--- src/rtl/clock_divider_bank.sv ---
// Bank of independent programmable clock dividers with glitch-free ratio updates,
// per-channel end-of-period ticks and a global phase resync.
module clock_divider_bank #(
   parameter int CHANNELS = 4,
   parameter int DIV_W    = 8,
   parameter int DEF_DIV  = 2,
   parameter int CH_W     = (CHANNELS > 1) ? $clog2(CHANNELS) : 1
) (
   input  logic                clock,
   input  logic                reset,
   input  logic [CHANNELS-1:0] enable,
   input  logic                resync,
   input  logic                cfg_valid,
   input  logic [CH_W-1:0]     cfg_chan,
   input  logic [DIV_W-1:0]    cfg_div,
   output logic                cfg_ready,
   output logic [CHANNELS-1:0] cfg_pending,
   output logic [CHANNELS-1:0] clock_out,
   output logic [CHANNELS-1:0] tick
);

   logic [CHANNELS-1:0] pend_vec;
   logic [CHANNELS-1:0] out_vec;
   logic [CHANNELS-1:0] tick_vec;
   logic [DIV_W-1:0]    cfg_div_clamped;
   logic                accept;

   // Out-of-range channel numbers match no channel, so they stay ready and are dropped.
   always_comb begin
      cfg_ready = 1'b1;
      for (int c = 0; c < CHANNELS; c++) begin
         if (cfg_chan == CH_W'(c)) begin
            cfg_ready = ~pend_vec[c];
         end
      end
      accept          = cfg_valid & cfg_ready;
      cfg_div_clamped = (cfg_div < DIV_W'(2)) ? DIV_W'(2) : cfg_div;
   end

   genvar gi;
   generate
      for (gi = 0; gi < CHANNELS; gi++) begin : g_chan
         logic [DIV_W-1:0] cnt_reg, div_reg, pend_div_reg;
         logic [DIV_W-1:0] cnt_next, div_next, half_next;
         logic             pend_reg, out_reg, tick_reg;
         logic             wrap, hold, apply, sel;

         always_comb begin
            wrap      = (cnt_reg == div_reg - DIV_W'(1));
            hold      = resync | ~enable[gi];
            apply     = pend_reg & (hold | wrap);
            sel       = accept & (cfg_chan == CH_W'(gi));
            div_next  = apply ? pend_div_reg : div_reg;
            half_next = div_next - (div_next >> 1);
            cnt_next  = (hold | wrap) ? '0 : cnt_reg + DIV_W'(1);
         end

         // Outputs are derived from the next count so they line up with cnt_reg.
         always_ff @(posedge clock) begin
            if (reset) begin
               cnt_reg      <= '0;
               div_reg      <= DIV_W'(DEF_DIV);
               pend_div_reg <= DIV_W'(DEF_DIV);
               pend_reg     <= 1'b0;
               out_reg      <= 1'b0;
               tick_reg     <= 1'b0;
            end else begin
               cnt_reg <= cnt_next;
               div_reg <= div_next;
               if (hold) begin
                  out_reg  <= 1'b0;
                  tick_reg <= 1'b0;
               end else begin
                  out_reg  <= (cnt_next >= half_next);
                  tick_reg <= (cnt_next == div_next - DIV_W'(1));
               end
               // sel needs pend clear and apply needs pend set, so they never collide.
               if (sel) begin
                  pend_reg     <= 1'b1;
                  pend_div_reg <= cfg_div_clamped;
               end else if (apply) begin
                  pend_reg <= 1'b0;
               end
            end
         end

         assign pend_vec[gi] = pend_reg;
         assign out_vec[gi]  = out_reg;
         assign tick_vec[gi] = tick_reg;
      end
   endgenerate

   assign cfg_pending = pend_vec;
   assign clock_out   = out_vec;
   assign tick        = tick_vec;

endmodule

--- config.mk ---
export PLATFORM = sky130hd
export DESIGN_NAME = clock_divider_bank
export DESIGN_NICKNAME = d
export VERILOG_FILES = /design/src/rtl/clock_divider_bank.sv
export SDC_FILE = /design/constraint.sdc
export NUM_CORES = 1
export LEC_CHECK = 0
export CORE_ASPECT_RATIO = 1.2
export CORE_MARGIN = 4
export CORE_UTILIZATION = 45
export DETAILED_ROUTE_END_ITERATION = 16
export PLACE_DENSITY = 0.66
export SETUP_SLACK_MARGIN = 0.02
export SLEW_MARGIN = 20
export SYNTH_ARGS = -nofsm -noshare
export SYNTH_HDL_FRONTEND = slang
export SYNTH_SLANG_ARGS = --single-unit
--- constraint.sdc ---
create_clock -name clock -period 5 [get_ports clock]
set_clock_uncertainty 0.1 [all_clocks]
set_input_delay 1.5 -clock clock [delete_from_list [all_inputs] [get_ports clock]]
set_output_delay 1.5 -clock clock [all_outputs]
set_load 0.1 [all_outputs]
==> results of run 1 <==
## logic make-up (layout without fill, tap and decap cells)
logic type,Yosys count,in the layout,share of synthesized area [%]
compound gates,181,181,13.6
xor+xnor,115,115,11.8
fa+ha+maj,101,101,15.0
buf+inv,122,215,6.04
flops,108,108,25.1
mux,43,43,5.20
simple gates,398,398,23.2
## worst min-delay path: cells and delay by family, from the launching register on
kind	cells	cell delay, ps
and+or+nand+nor	1	50
DFF	1	320
AOI/OAI and AO/OA	1	50
## cell type report
cell class                 instances  area, sq um
inverter                          67          251
tap                              256          320
timing repair buffer             132         1090
clock inverter                     6         88.8
sequential                       108         2160
fill                            1787         8700
clock buffer                      10          229
multi-input combinational        838         6020
## how the worst max path moves through the flow
stage | endpoint | depth (start not counted) | startpoint | slack [ps]
2_1_floorplan | g_chan[2].out_reg | 19 | resync | 70
3_3_place_gp | g_chan[2].out_reg | 23 | resync | -580
3_5_place_dp | g_chan[0].out_reg | 22 | resync | -640
4_1_cts | g_chan[2].out_reg | 23 | resync | 30
5_1_grt | g_chan[1].out_reg | 21 | enable[1] | 20
6_report | g_chan[0].out_reg | 21 | resync | 240
## synth_stat cells, types with 4 or more instances
master / instances / area share, %
and2_1: 9 / 0.65
a21oi_1: 67 / 3.9
a31oi_1: 8 / 0.58
a21o_1: 17 / 1.5
or3_1: 7 / 0.51
mux2i_1: 37 / 4.3
o31ai_1: 5 / 0.44
nor3_1: 46 / 2.7
o22ai_1: 4 / 0.29
inv_1: 65 / 2.8
a211o_1: 5 / 0.51
xor2_1: 46 / 4.7
nor4_1: 11 / 0.80
nand2_1: 78 / 3.4
ha_1: 97 / 14
nand4_1: 7 / 0.51
nor2_1: 114 / 5.0
or4_1: 4 / 0.35
fa_1: 4 / 0.93
dfxtp_1: 108 / 25
nor2b_1: 15 / 1.1
xnor2_1: 68 / 6.9
clkbuf_1: 37 / 1.6
a211oi_1: 8 / 0.70
nor3b_1: 7 / 0.61
mux2i_2: 4 / 0.64
or2_2: 10 / 0.73
nand2b_1: 32 / 2.3
nand3_1: 25 / 1.5
buf_4: 12 / 1.0
o21ai_0: 25 / 1.5
and3_1: 11 / 0.80
o21bai_1: 7 / 0.61
nand3b_1: 4 / 0.35
## metrics by stage
step	area, sq um	worst slack, ps	TNS [ps]	hold WS (ps)
after floorplan	8620	67.5	0	332
after global placement	9730	-575	-1740	358
after detailed placement	9730	-640	-1960	353
after CTS	10100	26.4	0	363
after global routing	10200	21.0	0	382
final	10200	236	0	368
## what timing repair did
item	in CTS	in global routing
resized for setup	6	27
buffers inserted	3	0
endpoints found under the setup margin	3	4
pin swaps	1	6
hold buffers	0	0
## routing by layer
| layer | global-route usage (%) | wire length, um | vias to the layer above |
|---|---|---|---|
| li1 | - | - | 3845 |
| met1 | 26.0 | 9530 | 3514 |
| met2 | 33.6 | 10300 | 152 |
| met3 | 2.46 | 786 | 46 |
| met4 | 8.01 | 617 | 0 |
| met5 | 0 | 0 | - |
## placed cells by master, fill, tap and decap left out, types with 8 or more instances in the layout
cell / count
a21o_1: 17
a21oi_1: 57
xor2_1: 46
nor2_1: 113
xnor2_1: 68
o21ai_0: 18
buf_4: 102
and3_1: 11
o21ai_1: 8
nand2b_1: 32
a21oi_2: 10
a31oi_1: 8
inv_1: 64
clkbuf_16: 9
and2_1: 8
or2_2: 10
nor2b_1: 14
nand3_1: 25
ha_1: 96
a211oi_1: 8
dfxtp_1: 108
mux2i_1: 35
nor3_1: 45
clkdlybuf4s50_1: 25
nand2_1: 77
nor4_1: 10
## power by group
group	internal [mW]	switching (mW)	leakage, nW
Sequential	0.875	0.0181	0.874
Clock	0.440	0.344	0.149
Combinational	0.153	0.190	3.43
==> impl_metrics.tcl, run 1 <==
set metrics [dict create \
    clock_path_buffers 2 \
    initial_utilization_pct 45.7 \
    cts_tree "built" \
    hp-class "flop to flop" \
    final_cells 1417 \
    nets 1275 \
    cp_common_cell "a21o_1" \
    holdPathEnd "g_chan[1].pend_div_reg[2]" \
    drt_wl_total_um 21200 \
    ant_nets 0 \
    hold_depth 2 \
    grt_max_degree 57 \
    worst_r2r_endpoint "g_chan[0].out_reg" \
    grt_pass1_vias 7384 \
    power_density_nw_per_um2 199 \
    synth-async-reset-ratio_pct 0 \
    ir_drop_mv 0.175 \
    port-buffer-count 30 \
    num_rows 55 \
    cp-end-kind "flop" \
    pin_count 31 \
    dieHeight_um 160 \
    utilization_pct 53.9 \
    fin_total_pwr_mw 2.02 \
    crit_fanout 3 \
    min_period_ps 4760 \
    syn-cell-area_sq_um 8620 \
    root_buffer "clkbuf_16" \
    cp.required_ps 5120 \
    detail_route.first_pass.iterations 7 \
    ys_seq_area_share_pct 25.1 \
    max_freq_mhz 210 \
    ys_warn_count 0 \
    clk_latency_ps 360 \
    finalHoldViolations 0 \
    crit_chain "clkbuf_2, buf_4, nand2b_1, a21o_1, o221a_4, nand2_4, mux2i_2, ha_2, inv_1, fa_1, inv_1, ha_1, a21o_1, a21o_1, a21o_1, a21oi_2, nor2b_1, o21ai_1, nand2b_1, a21oi_1, nor3_1" \
    syn-num-nets 1187 \
    startpoint_type "primary input" \
    rsz0062_at_grt "no" \
    slowest_stage "fa_1" \
    synthCells 1068 \
    viasPerCell 5.33 \
    initialDrtViolationCount 422 \
    arrival_ps 4880 \
    ff2ff_setup_slack_ps 350 \
    antennaDiodeCount 0 \
    relSlewSlack_pct 33.0 \
    power.leakage_nw 4.45 \
    wl_per_cell_um 15.0 \
    critPathMaxStageDelay_ps 470 \
    reg2reg_from "g_chan[0].div_reg[0]" \
    grt_pass1_wl_um 35500 \
    setup_viol_count_final 0 \
    crit_type "primary input to flop" \
    min_from "g_chan[1].pend_div_reg[2]" \
    gp_congestion 0.900 \
    clkTransAtPathRegs_ps 70 \
    htreeDepth 3 \
    die_area_sq_um 21400 \
    final_layout_size_suffix_gt1_share_pct 14.8 \
    cp_num_buf_inv 4 \
    syn_to_final_growth_pct 17.8 \
    clock_sinks 108 \
    synth-main-ff-cell "dfxtp_1" \
    r2r_cells 23 \
    avgSynthCellArea_sq_um 8.07 \
    critical_path.top_delay_family "compound AO/OA/AOI/OAI gates" \
    ys_types 75 \
    max_cap_violations 0 \
    status "finished, final reports clean" \
    cts_made_buffers 9 \
    die_w_um 134 \
    grt_usage_pct 20.0 \
    dp_hpwl_um 16600 \
    design.core.area_sq_um 18900 \
    grt.overflow.total 0 \
    placed_cells 1398 \
    antenna_found_initial 0 \
    slew_viol_final 0 \
    tightestPinTransition_ps 1000 \
    timing.final.crit_share_pct 95.3 \
    drc 0 \
    synth_edf_count 0 \
    vias 7557 \
    yosys_register_bits 108 \
]
Power figures use the tool's default switching activity.
==> run 2: changes to the inputs <==
- ABC_AREA: not set -> 1
==> run 2 against run 1 <==
Hold slack got worse by 14 ps. Global-route usage about the same. Synthesized cell count increased by 31%.
==> impl_metrics.tcl, run 2 <==
set metrics [dict create \
    clk_latency_ps 350 \
    clock_path_buffers 2 \
    ys_types 42 \
    fin_tns_setup_ps 0 \
    root_buffer "clkbuf_16" \
    htreeDepth 3 \
    viasPerCell 4.79 \
    layout_common_cells "344 x nand2_1, 229 x inv_1, 174 x nor2_1" \
    grt_max_degree 35 \
    clock_sinks 108 \
    cts_tree "built" \
    port-buffer-count 30 \
    nets 1599 \
    die_w_um 138 \
    tightestPinTransition_ps 1060 \
    initialDrtViolationCount 437 \
    startpoint_type "primary input" \
    grt_pass1_vias 8039 \
    yosys-top-cells-area "dfxtp_1 24%, nand2_1 14%, ha_1 13%, inv_1 9.5%, nor2_1 7.3%" \
    yosys_register_bits 108 \
    grt_usage_pct 20.0 \
    syn-num-nets 1522 \
    synth_most_common_cell "nand2_1" \
    max_freq_mhz 215 \
    rsz0062_at_grt "no" \
    reg2reg_from "g_chan[0].div_reg[0]" \
    dp_hpwl_um 17600 \
    synth-async-reset-ratio_pct 0 \
    detail_route.first_pass.iterations 5 \
    ys_warn_count 0 \
    dieHeight_um 163 \
    gp_congestion 0.861 \
    cts_made_buffers 9 \
    crit_chain "clkdlybuf4s50_1, buf_4, nor2_1, nand2_2, buf_4, nand3_1, nand2_2, inv_1, fa_1, o31ai_1, buf_4, a21oi_1, o21ai_0, xnor2_1, ha_1, a21oi_1, nor2_1, o21bai_1, inv_1" \
    relSlewSlack_pct 29.1 \
    synth-main-ff-cell "dfxtp_1" \
    grt_pass1_wl_um 36800 \
    syn_to_final_growth_pct 13.5 \
    drc 0 \
    finalHoldViolations 0 \
    slew_viol_final 0 \
    placed_area_sq_um 10000 \
    crit_fanout 10 \
    critPathMaxStageDelay_ps 490 \
    antenna_found_initial 0 \
    wl_per_cell_um 12.3 \
    hp-class "flop to flop" \
    ant_nets 0 \
    slowest_stage "clkdlybuf4s50_1" \
    min_from "g_chan[0].pend_div_reg[6]" \
    drt_wl_total_um 21500 \
    status "finished, final reports clean" \
    timing.final.crit_share_pct 92.9 \
    synth_edf_count 0 \
    syn-cell-area_sq_um 9060 \
    max_cap_violations 0 \
    cp.required_ps 5150 \
    ir_drop_mv 0.180 \
    antennaDiodeCount 0 \
    pin_count 31 \
    cp-end-kind "flop" \
    cp_common_cell "buf_4" \
    crit_type "primary input to flop" \
    vias 8367 \
    design.core.area_sq_um 19700 \
    die_area_sq_um 22500 \
    ys_seq_area_share_pct 23.9 \
    startpoint "resync" \
    avgSynthCellArea_sq_um 6.45 \
    num_rows 56 \
    final_area_sq_um 10300 \
    hold-worst-slack_ps 354 \
    yosys.area.top_type_share_pct 23.9 \
    initial_utilization_pct 46.0 \
    yosys.area.top_type "dfxtp_1" \
    clkTransAtPathRegs_ps 80 \
    cts_setup_buffers 0 \
    grt.overflow.total 0 \
    synthCells 1403 \
    power_density_nw_per_um2 210 \
    synth_common_cells "344 x nand2_1, 229 x inv_1, 175 x nor2_1" \
    ff2ff_setup_slack_ps 640 \
    final_common_cell "nand2_1" \
    setup_viol_count_final 0 \
    final_layout_size_suffix_gt1_share_pct 10.8 \
    min_period_ps 4640 \
    arrival_ps 4800 \
    fin_total_pwr_mw 2.16 \
    power.leakage_nw 5.35 \
]
==> run 2: metrics by stage <==
stage / worst slack [ps] / instances / utilization, %
after floorplan: 369 / 1403 / -
after global placement: -11.1 / 1730 / 50.8
after detailed placement: -34.2 / 1730 / 50.8
after CTS: 325 / 1745 / 52.2
after global routing: 44.3 / 1745 / 52.2
final: 357 / 1745 / 52.2
==> run 2: power breakdown <==
part           leakage (nW)  internal (mW)  switching (mW)
combinational          4.34          0.230           0.335
sequential            0.875          0.882          0.0186
clock                 0.131          0.351           0.339
total                  5.35           1.46           0.693
==> run 2: layout make-up <==
type / instances / area [sq um]
fill: 1956 / 9410
multi-input combinational: 1018 / 5760
sequential: 108 / 2160
inverter: 240 / 901
timing repair buffer: 103 / 853
tap: 261 / 327
clock buffer: 10 / 239
clock inverter: 5 / 37.5
==> run 2: cells by family (layout without fill, tap and decap cells) <==
kind of cell / after synthesis / after routing / share of synthesized area (%)
adders and majority gates: 101 / 101 / 14.3
and+or+nand+nor: 702 / 702 / 33.3
AOI/OAI and AO/OA: 156 / 156 / 10.3
buffers and inverters: 277 / 358 / 12.5
DFF: 108 / 108 / 23.9
xor gates and xnor gates: 59 / 59 / 5.71
==> run 2: timing repair <==
| item | 4_1_cts | 5_1_grt |
|---|---|---|
| hold buffers | 0 | 0 |
| resized for setup | 0 | 1 |
| endpoints found under the hold margin | 0 | 0 |
| endpoints found under the setup margin | 0 | 1 |
==> run 2: worst paths after layout <==
check | cells after the start | endpoint
worst max-delay path | 19 | g_chan[3].out_reg
worst min register to register | 2 | g_chan[0].pend_div_reg[6]
worst min-delay path | 2 | g_chan[0].pend_div_reg[6]
worst max register to register | 26 | g_chan[0].out_reg
==> run 2: worst max-delay path: cells and delay by family <==
kind	cells	cell delay, ps
xor+xnor	1	140
buf+inv	6	1160
compound gates	5	750
fa+ha+maj	2	700
simple gates	5	520
==> run 2: metal layers <==
layer  global-route usage [%]  part of all wire (%)
met5                        0                     0
met4                     4.95                   1.6
met3                     1.85                   1.7
met2                     37.3                    52
met1                     24.4                    45
